<file path="src/rtl/bubble_page_receiver_if.sv">
// rtl/bubble_page_receiver_if.sv - emulator serial pins and captured byte stream of the bubble page receiver
// crc_ok exists only when BUBBLE_RX_CRC_EN is defined.
interface bubble_page_receiver_if #(
   parameter int IDX_W = 8
);
   logic             CLKOUT;
   logic             nBSEN;
   logic             nREPEN;
   logic             DOUT0;
   logic             DOUT1;
   logic             byte_valid;
   logic [7:0]       byte_data;
   logic [IDX_W-1:0] byte_index;
   logic             page_done;
   logic             page_err;
   logic             busy;
`ifdef BUBBLE_RX_CRC_EN
   logic             crc_ok;
`endif

   modport master (
      output CLKOUT, nBSEN, nREPEN, DOUT0, DOUT1,
      input  byte_valid, byte_data, byte_index, page_done, page_err, busy
`ifdef BUBBLE_RX_CRC_EN
      , input crc_ok
`endif
   );

   modport slave (
      input  CLKOUT, nBSEN, nREPEN, DOUT0, DOUT1,
      output byte_valid, byte_data, byte_index, page_done, page_err, busy
`ifdef BUBBLE_RX_CRC_EN
      , output crc_ok
`endif
   );
endinterface

</file>
<file path="src/rtl/bubble_page_receiver.sv">
// rtl/bubble_page_receiver.sv - deserialises one bubble page from DOUT0/DOUT1 into a byte stream
// Optional page CRC-16/CCITT check enabled by BUBBLE_RX_CRC_EN.
module bubble_page_receiver #(
   parameter int PAGE_BYTES   = 64,
   parameter int SKIP_STROBES = 16,
   parameter int IDX_W        = 8
) (
   input  logic                  MCLK,
   input  logic                  MRST,
   bubble_page_receiver_if.slave bus
);
   localparam int SKW = $clog2(SKIP_STROBES + 2);
   localparam int CNW = IDX_W + 1;

   typedef enum logic [2:0] {S_IDLE, S_ARMED, S_SKIP, S_CAPTURE, S_DONE} state_t;
   localparam state_t S_START = (SKIP_STROBES == 0) ? S_CAPTURE : S_SKIP;

   state_t           r_state, w_state_next;
   logic [1:0]       r_clk_sync, r_bsen_sync, r_rep_sync, r_d0_sync, r_d1_sync;
   logic             r_clk_prev, r_rep_prev;
   logic [SKW-1:0]   r_skip_cnt;
   logic [1:0]       r_bit_cnt;
   logic [CNW-1:0]   r_byte_cnt;
   logic [5:0]       r_shift;
   logic             r_byte_valid, r_page_done, r_page_err;
   logic [7:0]       r_byte_data;
   logic [IDX_W-1:0] r_byte_index;

   logic w_strobe, w_rep_fall, w_bsen_n, w_d0, w_d1, w_skip_last, w_page_full;
   logic w_busy, w_page_err, w_abort_rep, w_shift, w_skip_inc, w_new_page, w_enter_capture, w_page_end;
   logic [7:0] w_byte;

   assign w_bsen_n    = r_bsen_sync[1];
   assign w_d0        = r_d0_sync[1];
   assign w_d1        = r_d1_sync[1];
   assign w_strobe    = r_clk_sync[1] & ~r_clk_prev;
   assign w_rep_fall  = r_rep_prev & ~r_rep_sync[1];
   assign w_skip_last = (r_skip_cnt == SKW'(SKIP_STROBES - 1));
   assign w_page_full = (r_byte_cnt == CNW'(PAGE_BYTES));
   assign w_byte      = {w_d1, w_d0, r_shift};

   always_ff @(posedge MCLK) begin
      if (MRST) begin
         r_state <= S_IDLE;
      end else begin
         r_state <= w_state_next;
      end
   end

   always_comb begin
      w_state_next = r_state;
      unique case (r_state)
         S_IDLE:    if (!w_bsen_n) w_state_next = S_ARMED;
         S_ARMED:   if (w_bsen_n) w_state_next = S_IDLE;
                    else if (w_rep_fall) w_state_next = S_START;
         S_SKIP:    if (w_bsen_n) w_state_next = S_IDLE;
                    else if (w_strobe && w_skip_last) w_state_next = S_CAPTURE;
         S_CAPTURE: if (w_bsen_n) w_state_next = S_IDLE;
                    else if (w_rep_fall) w_state_next = S_START;
                    else if (w_page_full) w_state_next = S_DONE;
         S_DONE:    w_state_next = w_bsen_n ? S_IDLE : S_ARMED;
         default:   w_state_next = S_IDLE;
      endcase
   end

   // Aborts are decoded ahead of the strobe so a coincident strobe is dropped.
   always_comb begin
      w_busy          = (r_state == S_SKIP) || (r_state == S_CAPTURE);
      w_abort_rep     = (r_state == S_CAPTURE) && !w_bsen_n && w_rep_fall;
      w_page_err      = (w_busy && w_bsen_n) || w_abort_rep;
      w_shift         = (r_state == S_CAPTURE) && !w_bsen_n && !w_rep_fall && !w_page_full && w_strobe;
      w_skip_inc      = (r_state == S_SKIP) && !w_bsen_n && w_strobe;
      w_new_page      = ((r_state == S_ARMED) && !w_bsen_n && w_rep_fall) || w_abort_rep;
      w_enter_capture = (w_skip_inc && w_skip_last) || (w_new_page && (SKIP_STROBES == 0));
      w_page_end      = (r_state == S_CAPTURE) && !w_bsen_n && !w_rep_fall && w_page_full;
   end

`ifdef BUBBLE_RX_CRC_EN
   logic [15:0] r_crc, r_crc_rx;
   logic        r_crc_ok;

   function automatic logic [15:0] crc16_byte(input logic [15:0] c, input logic [7:0] d);
      logic [15:0] r;
      r = c;
      for (int i = 7; i >= 0; i--) begin
         r = (r[15] ^ d[i]) ? ({r[14:0], 1'b0} ^ 16'h1021) : {r[14:0], 1'b0};
      end
      return r;
   endfunction
`endif

   always_ff @(posedge MCLK) begin
      if (MRST) begin
         r_clk_sync   <= 2'b00;
         r_bsen_sync  <= 2'b11;
         r_rep_sync   <= 2'b11;
         r_d0_sync    <= 2'b00;
         r_d1_sync    <= 2'b00;
         r_clk_prev   <= 1'b0;
         r_rep_prev   <= 1'b1;
         r_skip_cnt   <= '0;
         r_bit_cnt    <= '0;
         r_byte_cnt   <= '0;
         r_shift      <= '0;
         r_byte_valid <= 1'b0;
         r_page_done  <= 1'b0;
         r_page_err   <= 1'b0;
         r_byte_data  <= '0;
         r_byte_index <= '0;
`ifdef BUBBLE_RX_CRC_EN
         r_crc        <= 16'hFFFF;
         r_crc_rx     <= '0;
         r_crc_ok     <= 1'b0;
`endif
      end else begin
         r_clk_sync   <= {r_clk_sync[0], bus.CLKOUT};
         r_bsen_sync  <= {r_bsen_sync[0], bus.nBSEN};
         r_rep_sync   <= {r_rep_sync[0], bus.nREPEN};
         r_d0_sync    <= {r_d0_sync[0], bus.DOUT0};
         r_d1_sync    <= {r_d1_sync[0], bus.DOUT1};
         r_clk_prev   <= r_clk_sync[1];
         r_rep_prev   <= r_rep_sync[1];
         r_byte_valid <= 1'b0;
         r_page_done  <= 1'b0;
         r_page_err   <= w_page_err;

         if (w_new_page) begin
            r_skip_cnt <= '0;
         end else if (w_skip_inc) begin
            r_skip_cnt <= r_skip_cnt + 1'b1;
         end

         if (w_enter_capture) begin
            r_bit_cnt  <= '0;
            r_byte_cnt <= '0;
            r_shift    <= '0;
`ifdef BUBBLE_RX_CRC_EN
            r_crc      <= 16'hFFFF;
`endif
         end else if (w_shift) begin
            r_shift   <= w_byte[7:2];
            r_bit_cnt <= r_bit_cnt + 1'b1;
            if (r_bit_cnt == 2'd3) begin
               r_byte_valid <= 1'b1;
               r_byte_data  <= w_byte;
               r_byte_index <= r_byte_cnt[IDX_W-1:0];
               r_byte_cnt   <= r_byte_cnt + 1'b1;
`ifdef BUBBLE_RX_CRC_EN
               // The final two bytes carry the stored CRC, high byte first.
               if (r_byte_cnt < CNW'(PAGE_BYTES - 2)) begin
                  r_crc <= crc16_byte(r_crc, w_byte);
               end else if (r_byte_cnt == CNW'(PAGE_BYTES - 2)) begin
                  r_crc_rx[15:8] <= w_byte;
               end else begin
                  r_crc_rx[7:0] <= w_byte;
               end
`endif
            end
         end

         if (w_page_end) begin
`ifdef BUBBLE_RX_CRC_EN
            r_crc_ok    <= (r_crc == r_crc_rx);
            r_page_done <= (r_crc == r_crc_rx);
            r_page_err  <= (r_crc != r_crc_rx);
`else
            r_page_done <= 1'b1;
`endif
         end
      end
   end

   assign bus.byte_valid = r_byte_valid;
   assign bus.byte_data  = r_byte_data;
   assign bus.byte_index = r_byte_index;
   assign bus.page_done  = r_page_done;
   assign bus.page_err   = r_page_err;
   assign bus.busy       = w_busy;
`ifdef BUBBLE_RX_CRC_EN
   assign bus.crc_ok     = r_crc_ok;
`endif
endmodule
</file>
<file path="src/flat_wrapper.sv">
// flat-port wrapper written by rule: the top's interface ports become plain ports
module bubble_page_receiver_flat 
#(
   parameter int PAGE_BYTES   = 64,
   parameter int SKIP_STROBES = 16,
   parameter int IDX_W        = 8
)
  (MCLK, MRST, bus_CLKOUT, bus_nBSEN, bus_nREPEN, bus_DOUT0, bus_DOUT1, bus_byte_valid, bus_byte_data, bus_byte_index, bus_page_done, bus_page_err, bus_busy);
  bubble_page_receiver_if #(.IDX_W(IDX_W)) bus_i ();
  input  logic MCLK;
  input  logic MRST;
  input wire logic [$bits(bus_i.CLKOUT)-1:0] bus_CLKOUT;
  input wire logic [$bits(bus_i.nBSEN)-1:0] bus_nBSEN;
  input wire logic [$bits(bus_i.nREPEN)-1:0] bus_nREPEN;
  input wire logic [$bits(bus_i.DOUT0)-1:0] bus_DOUT0;
  input wire logic [$bits(bus_i.DOUT1)-1:0] bus_DOUT1;
  output wire logic [$bits(bus_i.byte_valid)-1:0] bus_byte_valid;
  output wire logic [$bits(bus_i.byte_data)-1:0] bus_byte_data;
  output wire logic [$bits(bus_i.byte_index)-1:0] bus_byte_index;
  output wire logic [$bits(bus_i.page_done)-1:0] bus_page_done;
  output wire logic [$bits(bus_i.page_err)-1:0] bus_page_err;
  output wire logic [$bits(bus_i.busy)-1:0] bus_busy;
  assign bus_i.CLKOUT = bus_CLKOUT;
  assign bus_i.nBSEN = bus_nBSEN;
  assign bus_i.nREPEN = bus_nREPEN;
  assign bus_i.DOUT0 = bus_DOUT0;
  assign bus_i.DOUT1 = bus_DOUT1;
  assign bus_byte_valid = bus_i.byte_valid;
  assign bus_byte_data = bus_i.byte_data;
  assign bus_byte_index = bus_i.byte_index;
  assign bus_page_done = bus_i.page_done;
  assign bus_page_err = bus_i.page_err;
  assign bus_busy = bus_i.busy;
  bubble_page_receiver #(.PAGE_BYTES(PAGE_BYTES), .SKIP_STROBES(SKIP_STROBES), .IDX_W(IDX_W)) u_core (.MCLK(MCLK), .MRST(MRST), .bus(bus_i));
endmodule
</file>
<file path="config.mk">
export PLATFORM = sky130hd
export DESIGN_NAME = bubble_page_receiver_flat
export DESIGN_NICKNAME = d
export VERILOG_FILES = /design/src/rtl/bubble_page_receiver_if.sv /design/src/rtl/bubble_page_receiver.sv /design/src/flat_wrapper.sv
export SDC_FILE = /design/constraint.sdc
export NUM_CORES = 1
export LEC_CHECK = 0
export ABC_CLOCK_PERIOD_IN_PS = 3400
export CORE_MARGIN = 3
export CORE_UTILIZATION = 40
export CTS_CLUSTER_DIAMETER = 60
export CTS_CLUSTER_SIZE = 25
export DETAILED_ROUTE_END_ITERATION = 7
export GPL_ROUTABILITY_DRIVEN = 0
export SKIP_LAST_GASP = 1
export SYNTH_ARGS = -nofsm -noshare
export SYNTH_HDL_FRONTEND = slang
export SYNTH_SLANG_ARGS = --single-unit
</file>
<file path="constraint.sdc">
create_clock -name MCLK -period 3.4 [get_ports MCLK]
set_clock_uncertainty 0.15 [all_clocks]
set_input_delay 0.85 -clock MCLK [delete_from_list [all_inputs] [get_ports MCLK]]
set_output_delay 0.85 -clock MCLK [all_outputs]
set_load 0.1 [all_outputs]
</file>
==> results of run 1 <==
==> cell usage in the layout (no fill, tap or decap), drive strengths merged, types with 5 or more instances in the layout <==
cell type and n:
nand2 8, nor2b 11, a21oi 38, clkbuf 7, or2 5, ha 5
nand4 23, o31ai 30, or4 5, buf 27, clkdlybuf4s50 6, nand3 12
nor2 6, dfxtp 56
==> power groups by stage <==
stage          Combinational, mW  Clock [mW]  Sequential, mW
2_1_floorplan             0.0236           0           0.680
3_3_place_gp              0.0342           0           0.681
3_5_place_dp              0.0347           0           0.682
4_1_cts                   0.0346       0.387           0.666
5_1_grt                   0.0380       0.412           0.667
6_report                  0.0343       0.369           0.666
==> path summary, 6_finish.rpt <==
check	from	end	slack (ns)
worst min-delay path	u_core.r_bsen_sync[0]	u_core.r_bsen_sync[1]	0.26
worst min register to register	u_core.r_bsen_sync[0]	u_core.r_bsen_sync[1]	0.26
worst max-delay path	u_core.r_state[1]	bus_busy	1.19
worst max register to register	u_core.r_bit_cnt[0]	u_core.r_byte_cnt[7]	1.30
==> cell type report <==
type | count | area [um2] | area share [%]
clock inverters | 1 | 7.51 | 0.274
flip-flops and latches | 56 | 1120 | 40.9
clock buffers | 7 | 86.3 | 3.15
well taps | 72 | 90.1 | 3.28
repair buffers | 33 | 263 | 9.58
inverters | 3 | 11.3 | 0.410
multi-input cells | 178 | 1160 | 42.5
==> kinds of logic after synthesis <==
logic type,after synthesis,share of synthesized area (%)
compound gates,77,20.1
simple gates,93,24.5
fa+ha+maj,5,2.59
xor+xnor,3,1.09
buf+inv,27,5.29
flops,56,46.4
==> sequential cells by signal, summed over array words and instances, names as in the netlist, 3 cells and up <==
register	count
u_core.r_skip_cnt	5
u_core.r_byte_cnt	9
u_core.bus.byte_index	8
u_core.r_state	3
u_core.r_shift	6
u_core.bus.byte_data	8
==> through the flow <==
stage / instance area, um2 / hold slack (ns) / utilization, % / setup slack, ns
after detailed placement: 2650 / 0.244 / 46.7 / 1.14
after floorplan: 2410 / 0.239 / - / 0.637
after global routing: 2740 / 0.285 / 48.3 / 1.11
after CTS: 2740 / 0.267 / 48.3 / 1.18
after global placement: 2650 / 0.242 / 46.7 / 1.17
final: 2740 / 0.264 / 48.3 / 1.19
==> routing by layer <==
layer	up-vias	track usage [%]	share of wire, %
met3	2	2.96	3.3
met2	33	25.0	48
li1	1011	-	-
met4	0	3.51	0.53
met1	929	20.3	49
met5	-	0	0
==> cell usage after synthesis, types with 2 or more instances <==
cell type,n
clkbuf_1,11
buf_2,9
o21ai_0,2
buf_4,2
or2_2,5
xor2_1,3
nor4_1,4
dfxtp_1,56
ha_1,5
or3_1,2
and3_1,3
nand2_1,8
a21oi_1,38
nor2_1,5
nand4_1,22
nand3_1,11
nor3_1,2
and4_1,2
o31ai_1,30
inv_1,3
nor2b_1,11
or4_1,5
a31o_2,2
==> summary.md, run 1 <==
| Metric | Value |
|---|---|
| Run status | `finished clean` |
| Yosys top cell by area | `dfxtp_1` |
| Critical path buffer and inverter count | `1` |
| Wirelength per Cell | `around 15 um` |
| Worst-path cell chain | `nor2b_1, buf_4` |
| Sequential Power Share | `between 60% and 70%` |
| Synth top area share | `a little under half` |
| Die Span X | `between 80 and 90 um` |
| CP Launch Type | `flop` |
| Worst R2R Path Depth | `6` |
| Post-CTS Resized | `0` |
| MaxCap Viol Count | `0` |
| Area delta synth->final | `13.7%` |
| Detailed-route via count | `1,975` |
| Largest net degree at the start of global routing | `32` |
| Antenna Cells | `0` |
| Post-CTS Setup Bufs | `0` |
| CP Capture Type | `output pin` |
| Min-Delay Path Class | `flop to flop` |
| Clock power share | `34.5%` |
| Final Hold Fails | `0` |
| Starting Density | `42.5%` |
| Cell internal pwr | `about 0.84 mW` |
| Top cells by area, synth | `dfxtp_1 (46%), o31ai_1 (9.3%), a21oi_1 (7.9%)` |
| Register area share after synthesis | `46.4%` |
| Sw Ratio | `between 20% and 30%` |
| CP arrival | `roughly 1.2 ns` |
| Maximum vdd drop | `approximately 0.00018 V` |
| Cell Area, Synth | `roughly 2400 um2` |
| RSZ-0062 raised after global routing | `no` |
| # setup viols final | `0` |
| Syn Area/Cell | `around 9.2 um2` |
| Initial antenna violation count | `0` |
| Die Ht | `~84 um` |
| Drt drc | `0` |
| CP required | `2.40 ns` |
| Post-synth EDFFs | `0` |
| Top Ports | `27` |
| Total power | `about 1.1 mW` |
| Slowest cell on crit path | `dfxtp_1` |
| Filler cells | `about 560` |
| Fmax | `around 450 MHz` |
| Initial DRC count | `about 160` |
| Stages on the worst setup path | `2` |
| Bufs on Longest Clock Path | `2` |
| Hold depth | `1` |
| Final std cells w/o fill | `350` |
| Global route total overflow | `0` |
| Net Switching | `between 0.2 and 0.25 mW` |
| Post-cts hold buffer count | `0` |
| Ys flop type | `dfxtp_1` |
| Rel. slew slack | `roughly 50%` |
| Leakage | `0.923 nW` |
| Setup TNS | `0 ns` |
| Pwr Density | `between 300 and 400 nW/um2` |
| First-pass GRT wire length | `a little under 9 mm` |
| Min cycle time layout | `about 2.2 ns` |
| Htree depth | `2` |
| Vias per cell | `between 5 and 6` |
| TritonCTS clock tree | `done` |
| Worst path max stage delay | `around 0.42 ns` |
| Final #Nets | `a little under 300` |
| Measured slew at the worst slew-check pin | `roughly 0.76 ns` |
| Register bit total from synthesis | `56` |
| Ys async rst share | `0%` |
| DRT antenna net count | `0` |
| Drt pass-1 iters | `4` |
| Clock transition at path regs | `~0.090 ns` |
| Slew Limit Fails | `0` |
| Rows | `27` |
| Gr usage total | `~15%` |
| Placeable Area | `~5700 um2` |
| Vias in the first global route | `roughly 1,800` |
| Crit path max fanout | `6` |
| CP Class | `flop to output pin` |
| Clock latency on the worst-skew pair | `approximately 0.30 ns` |
| Num CTS Buffers | `5` |
| # clock sinks | `56` |
| Synth Instances | `roughly 260` |
| Netlist cell types | `43` |
| Yosys warnings | `0` |
| Logic pwr share | `3.2%` |
| Detailed Place HPWL | `~3.5 mm` |
| CTS root buf | `clkbuf_8` |
| Delay-heaviest family, CP | `flip-flops` |
| I/O Buffers | `26` |
| Die area | `about 7000 um2` |
| Share of cells above drive strength 1 | `between 10% and 20%` |
| Wirelength, routed | `5.27 mm` |
| DP Cell Count | `342` |
| Syn Nets | `between 200 and 300` |
| Final worst-path cycle share | `between 60% and 70%` |
(Power assumes the default switching activity.)
==> run 2, diff against run 1 <==
--- a/config.mk
+++ b/config.mk
@@ -5,7 +5,7 @@
 export SDC_FILE = /design/constraint.sdc
 export NUM_CORES = 1
 export LEC_CHECK = 0
-export ABC_CLOCK_PERIOD_IN_PS = 3400
+export ABC_CLOCK_PERIOD_IN_PS = 2000
 export CORE_MARGIN = 3
 export CORE_UTILIZATION = 40
 export CTS_CLUSTER_DIAMETER = 60
==> constraint.sdc (replaced) <==
create_clock -name MCLK -period 2 [get_ports MCLK]
set_clock_uncertainty 0.15 [all_clocks]
set_input_delay 0.5 -clock MCLK [delete_from_list [all_inputs] [get_ports MCLK]]
set_output_delay 0.5 -clock MCLK [all_outputs]
set_load 0.1 [all_outputs]
==> summary.md, run 2 (synthesis gave the netlist of run 1 again) <==
| Metric | Value |
|---|---|
| Num CTS Buffers | `5` |
| Detailed-route via count | `about 2,100` |
| Fmax | `between 500 and 600 MHz` |
| Critical R2R Launch | `u_core.r_bit_cnt[0]` |
| Die Span X | `about 84 um` |
| Clock latency on the worst-skew pair | `~0.32 ns` |
| Crit path max fanout | `6` |
| Final std cells w/o fill | `365` |
| Final worst-path cycle share | `a little over 90%` |
| Worst path max stage delay | `~0.44 ns` |
| Critical path buffer and inverter count | `1` |
| Rows | `27` |
| DRT antenna net count | `0` |
| CP Launch Type | `flop` |
| Share of cells above drive strength 1 | `21.8%` |
| Min-Delay Path Class | `flop to flop` |
| Gr usage total | `around 16%` |
| # clock sinks | `56` |
| Vias in the first global route | `about 1,900` |
| CP Class | `flop to output pin` |
| CP Capture Type | `output pin` |
| Reg with most FFs | `u_core.r_byte_cnt` |
| Slew Limit Fails | `0` |
| Largest net degree at the start of global routing | `31` |
| Sw Ratio | `between 20 and 25%` |
| Pwr Density | `624 nW/um2` |
| Post-CTS Setup Bufs | `0` |
| GR met1 Demand/Resource | `a little under a quarter` |
| Htree depth | `2` |
| Maximum vdd drop | `0.000429 V` |
| Area delta synth->final | `30.8%` |
| First-pass GRT wire length | `9.55 mm` |
| Met3 track demand over resource | `between 3 and 4%` |
| Initial DRC count | `about 130` |
| Filler cells | `slightly above 500` |
| Clock power share | `around two fifths` |
| Total power | `1.97 mW` |
| Worst R2R Path Depth | `5` |
| Initial antenna violation count | `0` |
| CP required | `roughly 1.4 ns` |
| Post-cts hold buffer count | `0` |
| CTS root buf | `clkbuf_8` |
| Hold depth | `1` |
| Global route total overflow | `0` |
| Met2 Track Usage GR | `roughly a quarter` |
| Gr busiest metal | `met1` |
| TritonCTS clock tree | `done` |
| MaxCap Viol Count | `0` |
| Cell internal pwr | `1.54 mW` |
| Bufs on Longest Clock Path | `2` |
| Most common cell after layout, fill and taps aside | `dfxtp_1` |
| Leakage | `1.07 nW` |
| Top Ports | `27` |
| Delay-heaviest family, CP | `flip-flops` |
| Detailed Place HPWL | `approximately 3.8 mm` |
| Setup TNS | `0 ns` |
| # setup viols final | `0` |
| Min-Delay Endpoint | `u_core.r_bsen_sync[1]` |
| Placeable Area | `roughly 5700 um2` |
| Logic pwr share | `about 3.5%` |
| Clock transition at path regs | `0.10 ns` |
| Rel. slew slack | `~70%` |
| DP Cell Count | `357` |
| Measured slew at the worst slew-check pin | `between 0.4 and 0.5 ns` |
| Drt drc | `0` |
| Min cycle time layout | `1.86 ns` |
| Antenna Cells | `0` |
| Max reg flops | `9` |
| Net Switching | `0.434 mW` |
| Final #Nets | `between 300 and 400` |
| Post-CTS Resized | `0` |
| Stages on the worst setup path | `2` |
| Sequential Power Share | `between 50% and 60%` |
| Die area | `approximately 7000 um2` |
| Starting Density | `between 40% and 50%` |
| Reg-to-Reg End | `u_core.r_byte_cnt[7]` |
| CP arrival | `approximately 1.2 ns` |
| Slowest cell on crit path | `dfxtp_1` |
| Run status | `finished clean` |
| Final Hold Fails | `0` |
| Area occupied by multi-input gates | `roughly 1200 um2` |
| Die Ht | `~84 um` |
| Worst-path cell chain | `nor2b_2, buf_12` |
| Drt pass-1 iters | `5` |
| Wirelength, routed | `5.55 mm` |
| R2R setup slack | `about 0.14 ns` |
| Wirelength per Cell | `roughly 15 um` |
| Worst hold path startpoint | `u_core.r_bsen_sync[0]` |
| I/O Buffers | `26` |
| Vias per cell | `5.73` |
| RSZ-0062 raised after global routing | `no` |
| Most frequent cells in the layout | `dfxtp_1 (56), a21oi_1 (38), o31ai_1 (30), nand4_1 (22), buf_12 (22)` |
| Seq. cell area | `1120 um2` |
-- run 2: layout make-up --
| cell class | count | share of cell area [%] |
|---|---|---|
| Multi-Input combinational cell | 178 | 37.0 |
| Sequential cell | 56 | 35.5 |
| Timing Repair Buffer | 48 | 20.6 |
| Tap cell | 72 | 2.85 |
| Clock buffer | 5 | 2.18 |
| Clock inverter | 3 | 1.51 |
| Inverter | 3 | 0.357 |
-- run 2: worst max-delay path by stage --
stage,slack [ns],end,start
after global placement,0.19,u_core.r_byte_cnt[2],u_core.r_clk_sync[1]
after CTS,0.12,bus_busy,u_core.r_state[1]
final,0.14,bus_busy,u_core.r_state[1]
after detailed placement,0.17,u_core.r_byte_cnt[7],u_core.r_bit_cnt[0]
after global routing,0.003,u_core.r_byte_cnt[7],u_core.r_bit_cnt[0]
after floorplan,0.11,bus_busy,u_core.r_state[1]
-- run 2: metrics by stage --
step	area, um2	setup slack (ns)	util (%)	hold WS (ns)
6_report	3160	0.142	55.6	0.273
5_1_grt	3160	0.00310	55.6	0.291
4_1_cts	3160	0.121	55.6	0.278
3_5_place_dp	3040	0.174	53.6	0.252
3_3_place_gp	3040	0.187	53.6	0.242
2_1_floorplan	2420	0.112	-	0.239
-- run 2: worst reg2reg max path: stages (launching register included) --
cell and delay, ns:
dfxtp_1 0.37, ha_1 0.20, and3b_1 0.25, nand4_1 0.19, or4_1 0.50, a21oi_1 0.14
-- run 2: power by group through the flow --
stage / logic [mW] / registers [mW] / clock network [mW]
2_1_floorplan: 0.0401 / 1.16 / 0
3_3_place_gp: 0.0679 / 1.16 / 0
3_5_place_dp: 0.0684 / 1.16 / 0
4_1_cts: 0.0685 / 1.13 / 0.784
5_1_grt: 0.0738 / 1.13 / 0.829
6_report: 0.0684 / 1.13 / 0.769
-- run 2: per-layer routing --
layer | up-vias | wire (um)
li1 | 1040 | -
met1 | 996 | 2760
met2 | 49 | 2460
met3 | 7 | 263
met4 | 0 | 70
met5 | - | 0
